$ cat config.mk
export PLATFORM = sky130hd
export DESIGN_NAME = cve2_fetch_aligner
export DESIGN_NICKNAME = d
export VERILOG_FILES = /design/src/rtl/cve2_fetch_aligner.sv
export SDC_FILE = /design/constraint.sdc
export NUM_CORES = 1
export LEC_CHECK = 0
export CAP_MARGIN = 40
export CORE_UTILIZATION = 35
export CTS_CLUSTER_SIZE = 12
export DETAILED_ROUTE_END_ITERATION = 10
export PLACE_DENSITY_LB_ADDON = 0.12
export REMOVE_ABC_BUFFERS = 1
export SYNTH_ARGS = -nofsm -noshare
export SYNTH_HDL_FRONTEND = slang
export SYNTH_SLANG_ARGS = --single-unit
$ cat constraint.sdc
create_clock -name clk_i -period 5.1 [get_ports clk_i]
set_clock_uncertainty 0.1 [all_clocks]
set_input_delay 1.02 -clock clk_i [delete_from_list [all_inputs] [get_ports clk_i]]
set_output_delay 1.02 -clock clk_i [all_outputs]
set_load 0.01 [all_outputs]
$ cat src/rtl/cve2_fetch_aligner.sv
// Fetch aligner: turns word-aligned fetch words into one 16/32-bit
// instruction per handshake, including straddles and odd branch targets.
module cve2_fetch_aligner #(
    parameter logic [31:0] RESET_ADDR = 32'h0000_0000
) (
    input  logic        clk_i,
    input  logic        rst_i,
    input  logic        fetch_valid_i,
    output logic        fetch_ready_o,
    input  logic [31:0] fetch_rdata_i,
    input  logic        fetch_err_i,
    output logic [31:0] fetch_addr_o,
    input  logic        branch_i,
    input  logic [31:0] branch_addr_i,
    output logic        instr_valid_o,
    input  logic        instr_ready_i,
    output logic [31:0] instr_rdata_o,
    output logic [31:0] instr_pc_o,
    output logic        is_compressed_o,
    output logic        instr_err_o
);

    logic [31:0] word_q;
    logic        word_vld_q;
    logic        half_q;
    logic        err_q;
    logic [31:0] pc_q;
    logic [31:0] faddr_q;

    logic        lo_cmp;
    logic        hi_cmp;
    logic        last_use;
    logic        straddle;
    logic        fetch_hs;
    logic        instr_hs;
    logic [31:0] instr_rdata;

    assign lo_cmp = word_q[1:0] != 2'b11;
    assign hi_cmp = word_q[17:16] != 2'b11;

    always_comb begin
        instr_rdata = word_q;
        last_use    = 1'b1;
        straddle    = 1'b0;
        unique case (1'b1)
            (!half_q && lo_cmp): begin
                instr_rdata = {16'h0000, word_q[15:0]};
                last_use    = 1'b0;
            end
            (!half_q && !lo_cmp): begin
                instr_rdata = word_q;
            end
            (half_q && hi_cmp): begin
                instr_rdata = {16'h0000, word_q[31:16]};
            end
            (half_q && !hi_cmp): begin
                // upper half of the instruction comes straight from the bus
                instr_rdata = {fetch_rdata_i[15:0], word_q[31:16]};
                straddle    = word_vld_q;
            end
        endcase
    end

    assign instr_rdata_o   = instr_rdata;
    assign is_compressed_o = instr_rdata[1:0] != 2'b11;
    assign instr_pc_o      = pc_q;
    assign fetch_addr_o    = faddr_q;

    assign instr_valid_o = word_vld_q & ~branch_i & ~rst_i
                         & (~straddle | fetch_valid_i);
    assign instr_err_o   = ~rst_i & (err_q | (straddle & fetch_err_i));
    assign fetch_ready_o = ~rst_i & ~branch_i
                         & (~word_vld_q | (instr_ready_i & last_use));

    assign fetch_hs = fetch_valid_i & fetch_ready_o;
    assign instr_hs = instr_valid_o & instr_ready_i;

    always_ff @(posedge clk_i) begin
        if (rst_i) begin
            word_q     <= 32'h0;
            word_vld_q <= 1'b0;
            err_q      <= 1'b0;
            half_q     <= RESET_ADDR[1];
            pc_q       <= RESET_ADDR & 32'hFFFF_FFFE;
            faddr_q    <= RESET_ADDR & 32'hFFFF_FFFC;
        end else if (branch_i) begin
            word_vld_q <= 1'b0;
            err_q      <= 1'b0;
            half_q     <= branch_addr_i[1];
            pc_q       <= branch_addr_i & 32'hFFFF_FFFE;
            faddr_q    <= branch_addr_i & 32'hFFFF_FFFC;
        end else begin
            if (instr_hs) begin
                pc_q <= pc_q + (is_compressed_o ? 32'd2 : 32'd4);
                if (!last_use) begin
                    half_q <= 1'b1;
                end else if (!fetch_hs) begin
                    word_vld_q <= 1'b0;
                    half_q     <= 1'b0;
                end
            end
            if (fetch_hs) begin
                word_q     <= fetch_rdata_i;
                word_vld_q <= 1'b1;
                err_q      <= fetch_err_i;
                faddr_q    <= faddr_q + 32'd4;
                // an empty buffer keeps half_q so odd branch targets skip the low half
                if (straddle)
                    half_q <= 1'b1;
                else if (word_vld_q)
                    half_q <= 1'b0;
            end
        end
    end

endmodule
==> impl_metrics.ini <==
[status]
status = completed

[route]
drtIter0Drc = 307
dr_total_vias = 5330
wl_per_cell_um = 17.0
wirelength_um = 16700
ant_nets = 0
drc = 0
drtPass1Iterations = 4
viasPerCell = 5.43

[yosys]
synth_most_common_cell = nand2_1
synth_seq_area_share = 0.371
ys_seq_elements = 96
async_flop_share = 0
yosysTopAreaCell = dfxtp_1
synthTopCellsByCount = nand2_1, dfxtp_1, a21oi_1, clkbuf_1, nor2_1
yosysWarnings = 0
syn_area_per_cell_um2 = 7.99
synth_top_cells_by_area = dfxtp_1, nand2_1, a21oi_1
syn_inst = 649
yosys.cell_types.count = 63
synthFlopType = dfxtp_1
yosys.area.top_type_share = 0.371
synth-edff-count = 0
synth_area_mm2 = 0.00518

[sta]
setup_viol = 0
period_share = 0.774
maxSlewViolCount = 0
layout_min_cycle_time_ps = 3950
tightest_slew_ps = 881
fmax_ghz = 0.253
timing.hold.ws_ps = 355
rsz0062_at_grt = no
hold_viol = 0
final.setup.tns_ps = 0
slew-limit-headroom = 0.412

[global_route]
first_global_vias = 4956
grt_pass1_wl_um = 25700
grt_max_degree = 55
overflow = 0
grt_usage = 0.220
antenna_found_initial = 0

[clock_network]
cts_tree = built
cts-resized-gates = 0
htreeDepth = 3
cts_max_path_buffers = 2
insertion_delay_ps = 350
postCtsSetupBuffers = 0
cts_buffers = 9
cts.sinks = 96
root_buffer = clkbuf_16
clk_pin_slew_ps = 70
hold_buffers = 0

[worst_setup_path]
startpoint_type = flop
slowest_delay_ps = 690
crit_chain = buf_4 > and3_1 > a31oi_1 > nor2_1 > clkdlybuf4s50_1
r2r-start = half_q
path_class = reg -> out
startpoint = half_q
worst-path-max-fanout = 18
worstPathRequired_ps = 3980
end_kind = primary output
r2r_slack_ps = 1190
endpoint = instr_err_o
r2r-end = instr_pc_o[27]
slowest_stage = and3_1
arrival_ps = 2830
ff2ff_path_depth = 10

[cells_and_area]
area_delta_synth_final_pct = 40.6
drive_gt1_frac = 0.0740
antenna_cells = 0
final_cells = 981
final_nets = 866

[run]
max_cap_violations = 0

[place]
port_buffers = 165
dp_hpwl_um = 11900
dp_cells = 965
globalplace.congestion = 0.852

[die]
row_count = 44
fp.coreArea_mm2 = 0.0145
die_h_um = 124
start_util = 0.358
num_io_pins = 170
fp.dieW_um = 124
die_area_mm2 = 0.0153

[pwr]
clockPowerShare = 0.382
p_seq_frac = 0.458
switchingPower_mw = 0.482
p_leak_nw = 2.53
powerDensity_mw_per_mm2 = 253
p_total_mw = 1.84
swShare = 0.262
p_comb_frac = 0.160
p_int_mw = 1.36
ir_drop_mv = 0.191

[min_path]
holdPathStages = 2
hp-class = reg -> reg
[cell families after synthesis]
family,share of synthesized area
multiplexers,0.0466
XOR/XNOR,0.0642
flip-flops,0.371
AO/OA/AOI/OAI,0.211
AND/OR/NAND/NOR,0.239
adder cells (fa/ha/maj),0.0111
other,0.000724
buffers and inverters,0.0565
[how the worst min path moves through the flow]
stage                          start    endpoint  slack (ps)
final                      word_q[5]   word_q[5]         350
after global routing       word_q[5]   word_q[5]         380
after CTS                  word_q[8]   word_q[8]         350
after detailed placement   word_q[8]   word_q[8]         340
after global placement     word_q[2]   word_q[2]         340
after floorplan           word_q[10]  word_q[10]         330
[final cells by class]
class,count,area (µm²)
clock inverters,5,53.8
fillers,1379,7190
multi-input cells,481,2980
clock buffers,11,253
repair buffers,179,1760
well taps,184,230
inverters,25,93.8
flip-flops and latches,96,1920
[critical path, delay by kind of cell (launching register included)]
kind | cells | cell delay, ps
and+or+nand+nor | 2 | 800
DFF | 1 | 610
AOI/OAI and AO/OA | 1 | 160
buffers and inverters | 2 | 900
[power by group through the flow]
| stage | registers, mW | logic, mW | clock network (mW) |
|---|---|---|---|
| after floorplan | 0.863 | 0.100 | 0 |
| after global placement | 0.857 | 0.292 | 0 |
| after detailed placement | 0.859 | 0.294 | 0 |
| after CTS | 0.842 | 0.296 | 0.716 |
| after global routing | 0.850 | 0.320 | 0.749 |
| final | 0.843 | 0.295 | 0.704 |
[cell usage in the layout, fill, tap and decap left out, types with 17 or more instances in the layout]
cell / instances
inv_1: 25
a21oi_1: 61
nand4_1: 22
clkdlybuf4s50_1: 164
nand3_1: 20
nand2_1: 98
a21boi_0: 24
dfxtp_1: 96
mux2_2: 17
xnor2_1: 25
nor2_1: 30
[registers in the layout, indices dropped and copies added (netlist names)]
| name | count |
|---|---|
| err_q | 1 |
| fetch_addr_o | 30 |
| half_q | 1 |
| instr_pc_o | 31 |
| word_q | 32 |
| word_vld_q | 1 |
[layer usage]
metal  routed length, µm  global-route usage
met1                7550               0.291
met2                7710               0.356
met3                1030              0.0330
met4                 383              0.0919
met5                   0                   0
[per-stage QoR]
stage	setup WS (ps)	cell area [µm²]	utilization
2_1_floorplan	1310	4990	-
3_3_place_gp	1240	6960	0.481
3_5_place_dp	1220	6980	0.482
4_1_cts	1100	7290	0.503
5_1_grt	908	7290	0.503
6_report	1150	7290	0.503
Note: power is estimated with default switching activity, not from simulation.
